## src/rtl/sync_sample_accum_pkg.sv

```systemverilog
// Shared types and default sizing for the sync_sample_accum block.
// Holds the measurement FSM state encoding and default parameter values.
// No logic; imported by the top and available to any helper.
package sync_sample_accum_pkg;

  localparam int DEF_DATA_W = 12;
  localparam int DEF_LOG2_N = 8;

  typedef enum logic [1:0] {
    IDLE = 2'd0,
    ACC  = 2'd1,
    DONE = 2'd2
  } state_t;

endpackage

```

## src/rtl/sync_sample_accum_sample_accumulator.sv

```systemverilog
// Sign-extending sample accumulator with sample counter and terminal count.
// Latency: sum_nxt_o is combinational (acc + current sample); state updates on the en_i edge.
// Backpressure: none; clr_i has priority over en_i.
//
// Ports:
//   clk_i, rst_i   clock, async active-high reset
//   clr_i          zero accumulator and counter on next edge
//   en_i           add data_i and bump the counter on next edge
//   data_i         signed sample
//   sum_nxt_o      accumulator plus the sign-extended current sample
//   tc_o           counter is at N-1 (the sample being added now is the last)
module sample_accumulator #(
  parameter int DATA_W = 12,
  parameter int LOG2_N = 8
) (
  input  logic                             clk_i,
  input  logic                             rst_i,
  input  logic                             clr_i,
  input  logic                             en_i,
  input  logic        [DATA_W-1:0]         data_i,
  output logic signed [DATA_W+LOG2_N-1:0]  sum_nxt_o,
  output logic                             tc_o
);

  logic signed [DATA_W+LOG2_N-1:0] acc_q, acc_d;
  logic        [LOG2_N-1:0]        cnt_q, cnt_d;

  // The extra LOG2_N bits hold N full-scale samples exactly, so no saturation.
  assign sum_nxt_o = acc_q + $signed({{LOG2_N{data_i[DATA_W-1]}}, data_i});
  assign tc_o      = &cnt_q;

  always_comb begin
    acc_d = acc_q;
    cnt_d = cnt_q;
    if (clr_i) begin
      acc_d = '0;
      cnt_d = '0;
    end else if (en_i) begin
      acc_d = sum_nxt_o;
      cnt_d = cnt_q + 1'b1;
    end
  end

  always_ff @(posedge clk_i or posedge rst_i) begin
    if (rst_i) begin
      acc_q <= '0;
      cnt_q <= '0;
    end else begin
      acc_q <= acc_d;
      cnt_q <= cnt_d;
    end
  end

endmodule

```

## src/rtl/sync_sample_accum.sv

```systemverilog
// Measurement controller: accumulates 2^LOG2_N ADC samples taken on i_sync and reports sum/mean.
// Latency: o_valid rises one cycle after the sync carrying the last sample.
// Backpressure: result held with o_valid until i_ready; syncs arriving meanwhile set sticky o_overrun.
//
// Ports:
//   i_clk, i_rst       clock, async active-high reset
//   i_sync, i_adc_data sample strobe and sample
//   i_start            begin a measurement (honoured only in IDLE)
//   i_ready            consumer accepts result
//   o_busy, o_valid    accumulating / result pending
//   o_sum, o_mean      signed sum and floor(sum / N)
//   o_overrun          sync seen while result pending; cleared by next accepted start
module sync_sample_accum
  import sync_sample_accum_pkg::*;
#(
  parameter int DATA_W = DEF_DATA_W,
  parameter int LOG2_N = DEF_LOG2_N
) (
  input  logic                             i_clk,
  input  logic                             i_rst,
  input  logic                             i_sync,
  input  logic                             i_start,
  input  logic        [DATA_W-1:0]         i_adc_data,
  input  logic                             i_ready,
  output logic                             o_busy,
  output logic                             o_valid,
  output logic signed [DATA_W+LOG2_N-1:0]  o_sum,
  output logic signed [DATA_W-1:0]         o_mean,
  output logic                             o_overrun
);

  state_t                          state_q;
  logic                            busy_q, valid_q, overrun_q;
  logic signed [DATA_W+LOG2_N-1:0] sum_q;
  logic signed [DATA_W-1:0]        mean_q;

  logic                            acc_clr, acc_en, acc_tc;
  logic signed [DATA_W+LOG2_N-1:0] sum_nxt;

  // A sync coincident with the start edge lands in IDLE and is therefore not counted.
  assign acc_clr = (state_q == IDLE) && i_start;
  assign acc_en  = (state_q == ACC)  && i_sync;

  sample_accumulator #(
    .DATA_W (DATA_W),
    .LOG2_N (LOG2_N)
  ) u_acc (
    .clk_i     (i_clk),
    .rst_i     (i_rst),
    .clr_i     (acc_clr),
    .en_i      (acc_en),
    .data_i    (i_adc_data),
    .sum_nxt_o (sum_nxt),
    .tc_o      (acc_tc)
  );

  always_ff @(posedge i_clk or posedge i_rst) begin
    if (i_rst) begin
      state_q   <= IDLE;
      busy_q    <= 1'b0;
      valid_q   <= 1'b0;
      sum_q     <= '0;
      mean_q    <= '0;
      overrun_q <= 1'b0;
    end else begin
      case (state_q)
        IDLE: begin
          if (i_start) begin
            state_q   <= ACC;
            busy_q    <= 1'b1;
            overrun_q <= 1'b0;
          end
        end
        ACC: begin
          if (i_sync && acc_tc) begin
            state_q <= DONE;
            busy_q  <= 1'b0;
            valid_q <= 1'b1;
            sum_q   <= sum_nxt;
            // Upper slice of the sum == arithmetic shift right by LOG2_N (floor).
            mean_q  <= sum_nxt[DATA_W+LOG2_N-1:LOG2_N];
          end
        end
        DONE: begin
          if (valid_q && i_ready) begin
            state_q <= IDLE;
            valid_q <= 1'b0;
          end else if (i_sync) begin
            overrun_q <= 1'b1;
          end
        end
        default: begin
          state_q <= IDLE;
          busy_q  <= 1'b0;
          valid_q <= 1'b0;
        end
      endcase
    end
  end

  assign o_busy    = busy_q;
  assign o_valid   = valid_q;
  assign o_sum     = sum_q;
  assign o_mean    = mean_q;
  assign o_overrun = overrun_q;

endmodule
```

## config.mk

```make
export PLATFORM = sky130hd
export DESIGN_NAME = sync_sample_accum
export DESIGN_NICKNAME = d
export VERILOG_FILES = /design/src/rtl/sync_sample_accum_pkg.sv /design/src/rtl/sync_sample_accum_sample_accumulator.sv /design/src/rtl/sync_sample_accum.sv
export SDC_FILE = /design/constraint.sdc
export NUM_CORES = 1
export LEC_CHECK = 0
export ABC_AREA = 1
export BUFFER_PORTS_ARGS = -buffer_cell sky130_fd_sc_hd__buf_2
export CAP_MARGIN = 25
export CELL_PAD_IN_SITES_DETAIL_PLACEMENT = 2
export CELL_PAD_IN_SITES_GLOBAL_PLACEMENT = 2
export CORE_MARGIN = 2
export CORE_UTILIZATION = 32
export DETAILED_ROUTE_END_ITERATION = 10
export GPL_TIMING_DRIVEN = 0
export MAX_ROUTING_LAYER = met4
export PLACE_DENSITY = 0.9
export REMOVE_ABC_BUFFERS = 1
export SETUP_SLACK_MARGIN = 0.5
export SYNTH_ARGS = -nofsm -noshare
export SYNTH_HDL_FRONTEND = slang
export SYNTH_SLANG_ARGS = --single-unit
```

## constraint.sdc

```tcl
create_clock -name i_clk -period 2 [get_ports i_clk]
set_input_delay 0.2 -clock i_clk [delete_from_list [all_inputs] [get_ports i_clk]]
set_output_delay 0.2 -clock i_clk [all_outputs]
set_load 0.02 [all_outputs]
```

==> results of run 1 <==
==> metrics by stage <==
step           utilization  std cells  hold slack, ps
4_1_cts              0.467        691             155
3_5_place_dp         0.357        635             328
3_3_place_gp         0.355        634             450
2_1_floorplan            -        447             310
==> cell usage after synthesis, types with 2 or more instances <==
cell type    n  area share
nand3_1     46       0.068
a21oi_1     21       0.031
ha_1        20       0.074
or2_2        2      0.0037
o21ai_0     23       0.034
inv_1       53       0.059
nand2_1    174        0.19
inv_2        2      0.0022
nor3_1       4      0.0060
xnor2_1      7       0.018
dfrtp_1     53        0.39
buf_4       12       0.027
nor2_1      25       0.028
buf_6        2      0.0067
buf_2        4      0.0060
nand3b_1     4      0.0089
==> logic make-up after synthesis <==
| kind of cell | count (synthesis) |
|---|---|
| flip-flops | 53 |
| AND/OR/NAND/NOR | 261 |
| buffers and inverters | 75 |
| AO/OA/AOI/OAI | 49 |
| adder cells (fa/ha/maj) | 21 |
| XOR/XNOR | 8 |
==> timing repair <==
action | CTS
pin swaps | 44
setup endpoints to repair | 50
hold endpoints to repair | 26
setup buffers | 46
hold buffers | 1
resized for setup | 143
cloned | 2
==> impl_metrics.ini, run 1 <==
[placement]
place.port_buffers = 51
pre_cts_slack_ps = -365
place_congestion = 0.850
detailed_place.area_sq_um = 3670
hpwlAfterDp_microns = 7820

[clocking]
htreeDepth = 2
clockBufferDepth = 2
cts_made_buffers = 5
cts.sink_count = 53
root_buffer = clkbuf_8

[floorplanning]
initial_core_util = 0.327
boundaryPins = 52
row_count = 37
die_width_microns = 107
die_span_in_y_microns = 107

[logic_synthesis]
post_synth.cell_area_avg_sq_um = 7.20
xor_and_xnor_fraction_of_the_mapped_netlist_area = 0.0208
synth-simple-area-share = 0.325
synth-seq-cells = 53
synth-seq-area-share = 0.394
syn_inst = 467
synth-adder-area-share = 0.0803
synthesis.area_sq_um = 3360
number_of_enable_type_register_cells_in_the_synthesized_netlist = 0
synthMuxAreaShare = 0
synth_compound_area_frac = 0.0766
yosysWarnings = 0
synth_async_sr_flop_share = 1.00
combinational_family_with_the_most_area_after_synthesis = simple AND/OR/NAND/NOR gates
synth_cell_type_count = 31
synth-main-ff-cell = dfrtp_1

[timing]
worst_endpoint = u_acc.acc_q[12]$_DFFE_PP0P_/D
worst-endpoint-pin-kind = sequential cell input

[outcome]
outcome = did not finish
first-error = [ERROR DPL-0033] detailed placement checks failed during check placement.
failing_step = global routing

[grt]
grt_max_degree = 28
grt_antenna_before_repair = 0
==> run 2: changes to the inputs <==
--- a/config.mk
+++ b/config.mk
@@ -8,16 +8,12 @@
 export ABC_AREA = 1
 export BUFFER_PORTS_ARGS = -buffer_cell sky130_fd_sc_hd__buf_2
 export CAP_MARGIN = 25
-export CELL_PAD_IN_SITES_DETAIL_PLACEMENT = 2
-export CELL_PAD_IN_SITES_GLOBAL_PLACEMENT = 2
 export CORE_MARGIN = 2
-export CORE_UTILIZATION = 32
+export CORE_UTILIZATION = 40
 export DETAILED_ROUTE_END_ITERATION = 10
 export GPL_TIMING_DRIVEN = 0
-export MAX_ROUTING_LAYER = met4
-export PLACE_DENSITY = 0.9
+export PLACE_DENSITY_LB_ADDON = 0.15
 export REMOVE_ABC_BUFFERS = 1
-export SETUP_SLACK_MARGIN = 0.5
 export SYNTH_ARGS = -nofsm -noshare
 export SYNTH_HDL_FRONTEND = slang
 export SYNTH_SLANG_ARGS = --single-unit
==> impl_metrics.ini, run 2 <==
[floorplanning]
die_width_microns = 95.7
boundaryPins = 52
core-area_sq_um = 8180
fp.dieArea_sq_um = 9160
die_span_in_y_microns = 95.7
initial_core_util = 0.412
row_count = 33

[placement]
pre_cts_slack_ps = -287
place_congestion = 0.842
hpwlAfterDp_microns = 5710
place.port_buffers = 51
detailed_place.area_sq_um = 3630

[pwr]
total_power_mw = 1.85
p_sw_frac = 0.262
p_seq_frac = 0.578
share_comb_of_total_power = 0.075
ir_drop_worst_case_vdd_uv = 242
power_per_cell_area_nw_per_um2 = 481
power.share.clock = 0.347
p_leak_nw = 2.28
switching_power_mw = 0.485
cellInternalPower_mw = 1.37

[grt]
grt_antenna_before_repair = 0
grt_max_degree = 31
globalRouteOverflowTotal = 0
grtUsageTotal = 0.183
grt_pass1_wl_microns = 13200
vias_in_the_first_global_route = 2940

[timing]
grt_setup_unrepaired = no
layout_setup_ws_ps = 153
finalCritPeriodShare = 0.924
final_hold_violation_count = 0
timing.slew.headroom = 0.565
maxClockFrequency_mhz = 541
tns_ps = 0
min_cycle_time_layout_ps = 1850
setup_viol_count_final = 0
finClkSkew_ps = 11.2
tightest_slew_ps = 651
slew_violations = 0

[critical_path]
arrival_ps = 2070
critical_path_maximum_fanout = 3
worst-setup-path-type = flop to flop
end_kind = flop
cp.required_ps = 2220
cp-start-kind = flop

[logic_synthesis]
yosysTopAreaCell = dfrtp_1
syn_inst = 467
synth.most_common_cell = nand2_1
yosysWarnings = 0
top_cell_type_s_share_of_synthesized_area = 0.394
ys_top_cells_by_area = dfrtp_1, nand2_1, ha_1
synth-main-ff-cell = dfrtp_1
synth_async_sr_flop_share = 1.00
post_synth.cell_area_avg_sq_um = 7.20
synthesis.area_sq_um = 3360
synth_cell_type_count = 31
synth-seq-area-share = 0.394
number_of_enable_type_register_cells_in_the_synthesized_netlist = 0
synthTopCellsByCount = nand2_1, dfrtp_1, inv_1
synth-seq-cells = 53

[clocking]
root_buffer = clkbuf_8
insertion_delay_ps = 320
cts_made_buffers = 5
cts.reportedPaths.clkPinSlew_ps = 110
cts_tree = yes
cts.sink_count = 53
htreeDepth = 2
clockBufferDepth = 2

[cells_and_area]
layout_commonest_cell = nand2_1
layout.nets = 551
post_route_cells_drive_above_1_share = 0.169
design_area_sq_um = 3850
end_of_flow_core_utilization = 0.471
final_cell_mix = nand2_1, dfrtp_1, inv_1, buf_2, nand3_1
area_growth_synth_to_finish_pct = 14.5
number_of_antenna_cells_inserted = 0

[routing]
detail_route.wl_per_cell_microns = 12.3
drt-pass1-iter-count = 4
wirelength_microns = 7640
drc_errors = 0
post_drt_via_cell_ratio = 4.85
detailroute.via_count = 3001
drtAntennaViolNets = 0
initial_drc_count = 130

[outcome]
outcome = finished, final reports clean

[hold_path]
hold_class = primary input to flop

[run]
cap_viol_max_count = 0
-- run 2: cell counts after synthesis --
No cell type changed its count.
-- run 2: final cells by class --
cell class,instances,area (sq um)
multi-input cells,339,1760
clock buffers,5,68.8
well taps,105,131
clock inverters,3,21.3
repair inverters,1,7.51
inverters,55,213
fillers,875,4320
flip-flops and latches,53,1330
repair buffers,58,323
-- run 2: per-layer routing --
metal / global-route usage / part of all wire / wire length [microns] / vias up
met5: 0 / 0 / 0 / -
met4: 0.0393 / 0.011 / 82 / 0
met3: 0.0282 / 0.024 / 186 / 7
met2: 0.309 / 0.47 / 3610 / 32
met1: 0.249 / 0.49 / 3760 / 1398
li1: - / - / - / 1564
-- run 2: final timing paths --
path	from	endpoint	slack, ps	depth (start not counted)
setup / recovery	u_acc.acc_q[0]	o_sum[16]	150	10
hold / removal	i_ready	o_overrun	140	4
setup reg to reg	u_acc.acc_q[0]	o_sum[16]	150	10
hold reg to reg	o_overrun	o_overrun	480	2
max in group asynchronous	i_rst	o_sum[17]	920	4
min in group asynchronous	i_rst	o_busy	510	3
-- run 2: cell families after synthesis --
family | synth area share
simple gates | 0.325
buf+inv | 0.103
flops | 0.394
compound gates | 0.0766
fa+ha+maj | 0.0803
xor+xnor | 0.0208
-- run 2: critical path, stage by stage, from the launching register on --
cell      delay [ps]
dfrtp_1          420
ha_4             180
fa_2             420
nand3_2           80
nand3_2           90
nand2_2           70
nand2_2           90
nand3_1          120
nand3b_1         110
nand3_1          100
nand2_1           50
-- run 2: timing repair --
action	in CTS	in global routing
gates cloned	1	0
pin swaps	1	5
setup endpoints to repair	42	42
setup buffers	0	5
resized for setup	8	11
hold buffers	1	0
hold endpoints to repair	21	0
-- run 2: power by group through the flow --
stage	logic [mW]	clock network (mW)	registers [mW]
after floorplan	0.0868	0	1.09
after global placement	0.130	0	1.09
after detailed placement	0.138	0	1.09
after CTS	0.140	0.669	1.07
after global routing	0.160	0.714	1.07
final	0.140	0.643	1.07
-- run 2: metrics by stage --
stage / hold WS, ps / std cells
after floorplan: 310 / 447
after global placement: 453 / 603
after detailed placement: 340 / 604
after CTS: 140 / 614
after global routing: 180 / 619
final: 139 / 619
(Power assumes the default switching activity.)
